$ cat src/rtl/fpaddsub_pkg.sv
// Shared widths and the stage-1 payload for the FP add/sub normalization shifter.
package fpaddsub_pkg;

    localparam int unsigned MANT_W  = 25;
    localparam int unsigned EXP_W   = 8;
    localparam int unsigned SUM_W   = MANT_W + 1;
    localparam int unsigned EXP_MAX = 255;
    localparam int unsigned EI_W    = EXP_W + 2;
    localparam int unsigned LZC_W   = 5;

    localparam logic signed [EI_W-1:0] EXP_MAX_S = EI_W'(EXP_MAX);

    typedef struct packed {
        logic [MANT_W-1:0]      m1;
        logic [1:0]             fine;
        logic signed [EI_W-1:0] e;
        logic                   sign;
        logic                   sticky;
        logic                   zero;
    } s1_t;

endpackage

$ cat src/rtl/fpaddsub_lzc25.sv
// Combinational 25-bit leading-zero counter; an all-zero input reports 25.
module fpaddsub_lzc25
    import fpaddsub_pkg::*;
(
    input  logic [MANT_W-1:0] v,
    output logic [LZC_W-1:0]  cnt
);

    // Ascending scan so the most significant set bit wins.
    always_comb begin
        cnt = LZC_W'(MANT_W);
        for (int i = 0; i < int'(MANT_W); i++) begin
            if (v[i]) begin
                cnt = LZC_W'(int'(MANT_W) - 1 - i);
            end
        end
    end

endmodule

$ cat src/rtl/fpaddsub_norm_shift.sv
// Two-stage normalization shifter: coarse (multiple-of-4) shift with exponent adjust,
// then fine shift and exponent range classification, with valid/ready flow control.
module fpaddsub_norm_shift
    import fpaddsub_pkg::*;
(
    input  logic              clk,
    input  logic              rst,
    input  logic              in_valid,
    output logic              in_ready,
    input  logic [SUM_W-1:0]  in_sum,
    input  logic [EXP_W-1:0]  in_exp,
    input  logic              in_sign,
    output logic              out_valid,
    input  logic              out_ready,
    output logic [MANT_W-1:0] out_mant,
    output logic [EXP_W-1:0]  out_exp,
    output logic              out_sign,
    output logic              out_sticky,
    output logic              out_zero,
    output logic              out_uflow,
    output logic              out_oflow
);

    logic             s1_valid;
    s1_t              s1;
    s1_t              s1_nxt;
    logic             s1_adv;
    logic             s2_adv;
    logic [LZC_W-1:0] lzc;

    logic signed [EI_W-1:0] e2;
    logic [MANT_W-1:0]      mant_nxt;
    logic [EXP_W-1:0]       exp_nxt;
    logic                   uflow_nxt;
    logic                   oflow_nxt;

    assign s2_adv   = !out_valid || out_ready;
    assign s1_adv   = !s1_valid || s2_adv;
    assign in_ready = s1_adv && !rst;

    fpaddsub_lzc25 u_lzc (
        .v   (in_sum[MANT_W-1:0]),
        .cnt (lzc)
    );

    // Stage 1: carry right-shift, or coarse left-shift by the lzc rounded down to 4.
    always_comb begin
        s1_nxt      = '0;
        s1_nxt.sign = in_sign;
        if (in_sum == '0) begin
            s1_nxt.zero = 1'b1;
        end else if (in_sum[SUM_W-1]) begin
            s1_nxt.m1     = in_sum[SUM_W-1:1];
            s1_nxt.sticky = in_sum[0];
            s1_nxt.e      = $signed({2'b00, in_exp}) + EI_W'(1);
        end else begin
            s1_nxt.m1   = in_sum[MANT_W-1:0] << {lzc[LZC_W-1:2], 2'b00};
            s1_nxt.fine = lzc[1:0];
            s1_nxt.e    = $signed({2'b00, in_exp}) - $signed({(EI_W-LZC_W)'(0), lzc});
        end
    end

    always_ff @(posedge clk) begin
        if (rst) begin
            s1_valid <= 1'b0;
            s1       <= '0;
        end else if (s1_adv) begin
            s1_valid <= in_valid;
            if (in_valid) begin
                s1 <= s1_nxt;
            end
        end
    end

    // Stage 2: fine shift and exponent range classification.
    assign e2 = s1.e;

    always_comb begin
        mant_nxt  = s1.m1 << s1.fine;
        exp_nxt   = '0;
        uflow_nxt = 1'b0;
        oflow_nxt = 1'b0;
        if (s1.zero) begin
            mant_nxt = '0;
        end else if (e2 <= $signed(EI_W'(0))) begin
            uflow_nxt = 1'b1;
        end else if (e2 >= EXP_MAX_S) begin
            oflow_nxt = 1'b1;
            exp_nxt   = EXP_W'(EXP_MAX);
        end else begin
            exp_nxt = e2[EXP_W-1:0];
        end
    end

    always_ff @(posedge clk) begin
        if (rst) begin
            out_valid  <= 1'b0;
            out_mant   <= '0;
            out_exp    <= '0;
            out_sign   <= 1'b0;
            out_sticky <= 1'b0;
            out_zero   <= 1'b0;
            out_uflow  <= 1'b0;
            out_oflow  <= 1'b0;
        end else if (s2_adv) begin
            out_valid <= s1_valid;
            if (s1_valid) begin
                out_mant   <= mant_nxt;
                out_exp    <= exp_nxt;
                out_sign   <= s1.sign;
                out_sticky <= s1.sticky;
                out_zero   <= s1.zero;
                out_uflow  <= uflow_nxt;
                out_oflow  <= oflow_nxt;
            end
        end
    end

endmodule

$ cat config.mk
export PLATFORM = sky130hd
export DESIGN_NAME = fpaddsub_norm_shift
export DESIGN_NICKNAME = d
export VERILOG_FILES = /design/src/rtl/fpaddsub_pkg.sv /design/src/rtl/fpaddsub_lzc25.sv /design/src/rtl/fpaddsub_norm_shift.sv
export SDC_FILE = /design/constraint.sdc
export NUM_CORES = 1
export LEC_CHECK = 0
export CORE_MARGIN = 2
export CORE_UTILIZATION = 30
export DETAILED_ROUTE_END_ITERATION = 16
export GPL_ROUTABILITY_DRIVEN = 0
export PLACE_DENSITY = 0.56
export SETUP_SLACK_MARGIN = 0.3
export SLEW_MARGIN = 5
export SYNTH_ARGS = -nofsm -noshare
export SYNTH_HDL_FRONTEND = slang
export SYNTH_SLANG_ARGS = --single-unit
$ cat constraint.sdc
create_clock -name clk -period 2.98 [get_ports clk]
set_clock_uncertainty 0.15 [all_clocks]
set_input_delay 0.596 -clock clk [delete_from_list [all_inputs] [get_ports clk]]
set_output_delay 0.596 -clock clk [all_outputs]
set_load 0.02 [all_outputs]
==> metrics.yaml <==
post_synth.cell_area_avg_um2: 8.10
drt_pre_antenna_iters: 5
final_core_utilization_pct: 44.5
dominant_synthesized_flop_cell: "sky130_fd_sc_hd__dfxtp_1"
placement_rows: 46
finalSetupViolations: 0
r2r_setup_slack_ps: 880
worstMarginPinSlew_ps: 741
worst_ep_arrival_time_ps: 2880
finalWorstPathRequiredPeriod_ps: 2800
n_antenna_cell: 0
cpMaxStageDelayCell: "sky130_fd_sc_hd__or4_4"
layout-drive-gt1-share_pct: 28.5
postSynth.asyncResetShare_pct: 0
relSlewSlack_pct: 50.5
power-per-cell-area_nw_per_um2: 405
initial_utilization_pct: 30.5
antenna_violations_before_repair: 0
critical_path.cell_chain: "buf_2 > or4_4 > a211oi_4 > nor2_8 > clkinv_4 > ha_4 > o21a_4 > o31ai_4 > a21oi_2 > buf_4 > xnor2_1 > a22o_1"
end_kind: "flip-flop"
setup.worst_path.class: "in -> reg"
grt_max_degree: 51
mappedNetlistArea_um2: 4830
crit_path_start_kind: "primary input"
cts.htree.levels: 3
clock_sinks: 80
routed_wire_length_per_instance_um: 16.7
synth_nets: 644
num_ports: 79
setup_repair_after_global_routing_missed_its_margin: "yes"
number_of_synthesized_flops_with_an_enable_pin: 0
flow.area_growth_from_synthesis_pct: 45.8
grt_pass1_vias: 4970
power.leakage_nw: 2.62
critical_path_buf_inv_count: 3
yosys_register_bits: 80
nets: 794
slew_violations: 0
viasPerCell: 5.35
dr_total_vias: 5176
yosys_warnings: 0
synth.yosys.seq_area_share_pct: 33.1
drt.antenna.violating_nets: 0
achievable-frequency_ghz: 0.357
tns_ps: 0
drcViolationCount: 0
place_ws_ps: -650
synthesis.instances: 597
finalPower_mw: 2.85
grt_pass1_wl_um: 25600
path_delay_family: "compound AO/OA/AOI/OAI gates"
core_area_um2: 15800
fin_cells: 967
hold_path.class: "reg -> reg"
post_synth_num_cell_types: 69
globalRouteTotalUtil_pct: 18.8
die_h_um: 131
tritoncts: "done"
die_w_um: 131
finalInstanceArea_um2: 7050
ctsRootBufferMaster: "sky130_fd_sc_hd__clkbuf_16"
buffer_ports.inserted: 78
dpl.hpwl_um: 12100
critPathMaxStageDelay_ps: 590
drv.max_cap_violation_count: 0
die_area_um2: 17100
worst_slack_ps: 182
final_hold_viol_count: 0
num-fill-cells: 1528
status: "complete, no violations"
final.period_utilization_pct: 93.9
drt-total-wl_um: 16100
cts_buffers: 9
worst-endpoint-required_ps: 3060
clk_path_buf_depth: 2
placedCellCount: 931
holdWs_ps: 302
clkSlewWorstSetupHoldPaths_ps: 60
worstSkewPairLatency_ps: 330
place_area_um2: 6380
worst-path-max-fanout: 5
globalRoute.totalOverflow: 0
ir_worst_vdd_v: 0.000245
detailedRoute.firstIterationViolations: 377
==> where the power goes <==
part	leakage (nW)	switching (mW)	total (mW)	internal (mW)
sequential	0.653	0.0492	1.17	1.12
clock	0.145	0.399	1.06	0.662
combinational	1.82	0.336	0.623	0.287
total	2.62	0.784	2.85	2.07
==> worst paths after layout <==
path              cells past startpoint       start           end
setup / recovery                     12  in_sum[20]         e2[5]
hold / removal                        2  out_exp[0]    out_exp[0]
setup reg to reg                      5      s1[14]  out_mant[11]
hold reg to reg                       2  out_exp[0]    out_exp[0]
==> cell usage after synthesis (6+ instances only) <==
cell | number | share of area [%]
sky130_fd_sc_hd__a31oi_1 | 11 | 1.4
sky130_fd_sc_hd__inv_1 | 11 | 0.85
sky130_fd_sc_hd__nand3_1 | 18 | 1.9
sky130_fd_sc_hd__clkbuf_1 | 30 | 2.3
sky130_fd_sc_hd__dfxtp_1 | 80 | 33
sky130_fd_sc_hd__mux2i_1 | 47 | 9.7
sky130_fd_sc_hd__o22ai_1 | 7 | 0.91
sky130_fd_sc_hd__o21ai_1 | 9 | 0.93
sky130_fd_sc_hd__ha_1 | 7 | 1.8
sky130_fd_sc_hd__nand2_1 | 56 | 4.3
sky130_fd_sc_hd__o21ai_0 | 29 | 3.0
sky130_fd_sc_hd__nor2_1 | 69 | 5.4
sky130_fd_sc_hd__nor4_1 | 6 | 0.78
sky130_fd_sc_hd__a21oi_1 | 48 | 5.0
sky130_fd_sc_hd__a211oi_1 | 10 | 1.6
sky130_fd_sc_hd__and3_1 | 8 | 1.0
sky130_fd_sc_hd__a22oi_1 | 28 | 4.3
sky130_fd_sc_hd__buf_2 | 7 | 0.72
sky130_fd_sc_hd__nor3_1 | 16 | 1.7
==> state kept, by name, summed over array words and instances, names as in the netlist, 8 cells and up <==
name,flops
e2,10
out_exp,8
out_mant,25
s1,30
==> routing by layer <==
| metal | up-vias | global-route usage [%] | wire length (µm) |
|---|---|---|---|
| li1 | 2499 | - | - |
| met2 | 201 | 30.1 | 7280 |
| met3 | 43 | 2.28 | 801 |
| met1 | 2433 | 25.8 | 7590 |
| met4 | 0 | 7.82 | 467 |
| met5 | - | 0 | 0 |
==> placed cells by master, fill, tap and decap left out, types with 10 or more instances in the layout <==
master | Yosys | layout
sky130_fd_sc_hd__a31oi_1 | 11 | 11
sky130_fd_sc_hd__buf_6 | 1 | 10
sky130_fd_sc_hd__a21oi_1 | 48 | 41
sky130_fd_sc_hd__buf_2 | 7 | 10
sky130_fd_sc_hd__mux2i_1 | 47 | 46
sky130_fd_sc_hd__dfxtp_1 | 80 | 80
sky130_fd_sc_hd__o21ai_1 | 9 | 15
sky130_fd_sc_hd__nand2_1 | 56 | 55
sky130_fd_sc_hd__nor2_1 | 69 | 66
sky130_fd_sc_hd__nor3_1 | 16 | 12
sky130_fd_sc_hd__a22oi_1 | 28 | 27
sky130_fd_sc_hd__buf_4 | 2 | 98
sky130_fd_sc_hd__clkdlybuf4s50_1 | 0 | 51
sky130_fd_sc_hd__o21ai_0 | 29 | 20
sky130_fd_sc_hd__nand3_1 | 18 | 18
==> kinds of logic after synthesis <==
group / share of synthesized area (%)
and+or+nand+nor: 20.6
buffers and inverters: 5.33
DFF: 33.1
muxes: 12.2
AOI/OAI and AO/OA: 25.2
adders and majority gates: 2.23
xor gates and xnor gates: 1.27
==> final cells by class <==
type                    count  area, µm²  area share [%]
clock buffers              11        243            3.44
clock inverters             4       45.0           0.639
inverters                  13       53.8           0.763
multi-input cells         459       3290            46.6
flip-flops and latches     80       1600            22.7
well taps                 216        270            3.84
repair buffers            184       1550            22.0
==> repair_timing <==
item	in CTS	in global routing
endpoints found under the setup margin	32	17
setup buffers	13	8
gates resized for setup	119	45
pin swaps	37	36
hold buffers	0	0
==> worst min-delay path: stages, from the launching register on <==
cell                      delay (ps)
sky130_fd_sc_hd__dfxtp_1         310
sky130_fd_sc_hd__nand2_1          50
sky130_fd_sc_hd__a21oi_1          50
(Power assumes the default switching activity.)
==> variant (same flow settings) <==
`EXP_W`: 8 -> 6.
--- a/src/rtl/fpaddsub_pkg.sv
+++ b/src/rtl/fpaddsub_pkg.sv
@@ -4,3 +4,3 @@
     localparam int unsigned MANT_W  = 25;
-    localparam int unsigned EXP_W   = 8;
+    localparam int unsigned EXP_W   = 6;
     localparam int unsigned SUM_W   = MANT_W + 1;
Interface: changed (resized in_exp and out_exp); port bits go from 79 to 75. No check against the original RTL was run, so the function may have changed too.
==> variant against the unedited design <==
  * Setup slack worse by 21 ps
  * Critical path depth is 3 higher
  * Routed wire length is 7.3% lower
  * Power is 4.4% lower
  * Sequential cell count is 4 lower
  * Area after synthesis is 5.6% lower
  * Cell count is 5.8% lower
  * Design area is 4.3% lower
  * Maximum frequency is 0.74% lower
  * Largest power group unchanged
  * Highest routed layer unchanged
==> variant: results (changes against the unedited design) <==
Global route:
- The wire length of the first global-routing pass came to 24,070 µm (-5.8%).
- The overall fraction of global-route tracks in use is 18.46% (-0.37 points).
- The global-route track usage on met1 is 25.35% (-0.43 points).
- The via count of the first global-routing pass is 4,725 (-4.9%).
- The met3 demand-to-capacity share in global routing was 3.266% (+0.99 points).
- The met2 layer usage reported by global route is 29.29% (-0.80 points).

Cells and area:
- The proportion of layout cells with a drive suffix above 1 is 27.52% (-0.97 points).
- The clock buffer and inverter area fraction after layout is 3.990% (-0.093 points).
- The fraction of cell area in non-clock buffers was 23.01% (+1.1 points).
- The number of ordinary inverters in the final layout was 12 (-1).
- The final-layout fill cell count is 1,479 (-3.2%).
- The layout overhead on the synthesized area is 47.82%.
- The number of buffers other than clock buffers in the final layout is 178 (-3.3%).
- The net count reported at finish is 762 (-4.0%).
- The sequential standard cell area is 1521 µm² (-5.0%).
- The multi-input gate count is 441 (-3.9%).
- The share of cell area taken by multi-input logic gates is 46.23% (-0.39 points).
- The largest registers in the layout are s1 x30, out_mant x25, e2 x8.

Worst setup path:
- The maximum fanout along the worst path came to 3 (-2).
- The slowest stage of the critical path belongs to the cell sky130_fd_sc_hd__fa_2.
- The arrival time of the worst setup path is 2940 ps (+60 ps).
- The stage delay of the slowest cell on the critical path is 330 ps (-260 ps).

Placed design:
- The HPWL reported at the end of detailed placement is 11,100 µm (-8.1%).
- The worst setup slack before clock tree synthesis is -757.5 ps (-107.5 ps).
- The quantity of I/O buffers inserted on ports is 74 (-5.1%).
- The instance area after placement came to 6057 µm² (-5.1%).
- The cell count after placement is 875 (-6.0%).

Logic synthesis:
- The gate count of the mapped netlist was 574 (-3.9%).
- The register area share after synthesis is 33.36% (+0.23 points).
- The count of different cell masters after synthesis was 70 (+1.4%).
- The total nets after synthesis was 618 (-4.0%).
- After synthesis, the cell types taking the most area are sky130_fd_sc_hd__dfxtp_1 (33%), sky130_fd_sc_hd__mux2i_1 (10%), sky130_fd_sc_hd__nand2_1 (6.8%).

Route:
- The per-cell via count in the routed design is 5.432 (+1.5%).
- The met1 wire length was 6771 µm (-11%).
- The amount of wire on met2 after detailed routing is 6839 µm (-6.0%).
- The wire length on met3 is 1005 µm (+25%).
- The total wire length after detailed routing is 14,970 µm (-7.3%).
- The number of DRC markers after the initial detailed-route iteration came to 420 (+11%).
- The detailed-route via count was 4,949 (-4.4%).

Outcome:
- The flow ran to the end, and the final reports show no timing, DRC or antenna violations.

STA:
- The relative slew slack came to 62.03% (+12 points).

Clocking:
- The clock transition at the register clock pins on the worst setup and hold paths after CTS is 60 ps (about the same).
- The root cell of the clock tree is sky130_fd_sc_hd__clkbuf_16.

Floorplan:
- The area of the core is 15,030 µm² (-5.0%).

Power:
- The leakage power of the design is 2.532 nW (-3.3%).
- The worst voltage drop across the vdd grid is 222.4 µV (-9.1%).
-- variant: cells by family (layout without fill, tap and decap cells) --
family,after synthesis,after routing,synth area share (%)
muxes,50,50,11.41
buffers and inverters,57,206,5.405
AOI/OAI and AO/OA,153,153,23.46
and+or+nand+nor,225,225,23.13
xor gates and xnor gates,6,6,1.152
DFF,76,76,33.36
adders and majority gates,7,7,2.085
-- variant: where the power goes --
group	switching, mW	internal [mW]
sequential	0.0396	1.07
clock	0.407	0.566
combinational	0.342	0.302
-- variant: worst paths after layout --
| check | endpoint | slack [ps] | from | cells after the start |
|---|---|---|---|---|
| max | e2[6] | 160 | in_sum[0] | 15 |
| min | s1[2] | 310 | s1[2] | 2 |
| max reg2reg | s1[14] | 1060 | out_valid | 7 |
| min reg2reg | s1[2] | 310 | s1[2] | 2 |
-- variant: what timing repair did --
| item | 4_1_cts | 5_1_grt |
|---|---|---|
| endpoints found under the setup margin | 36 | 22 |
| setup buffers | 15 | 5 |
| pin swaps | 40 | 41 |
| resized for setup | 101 | 40 |
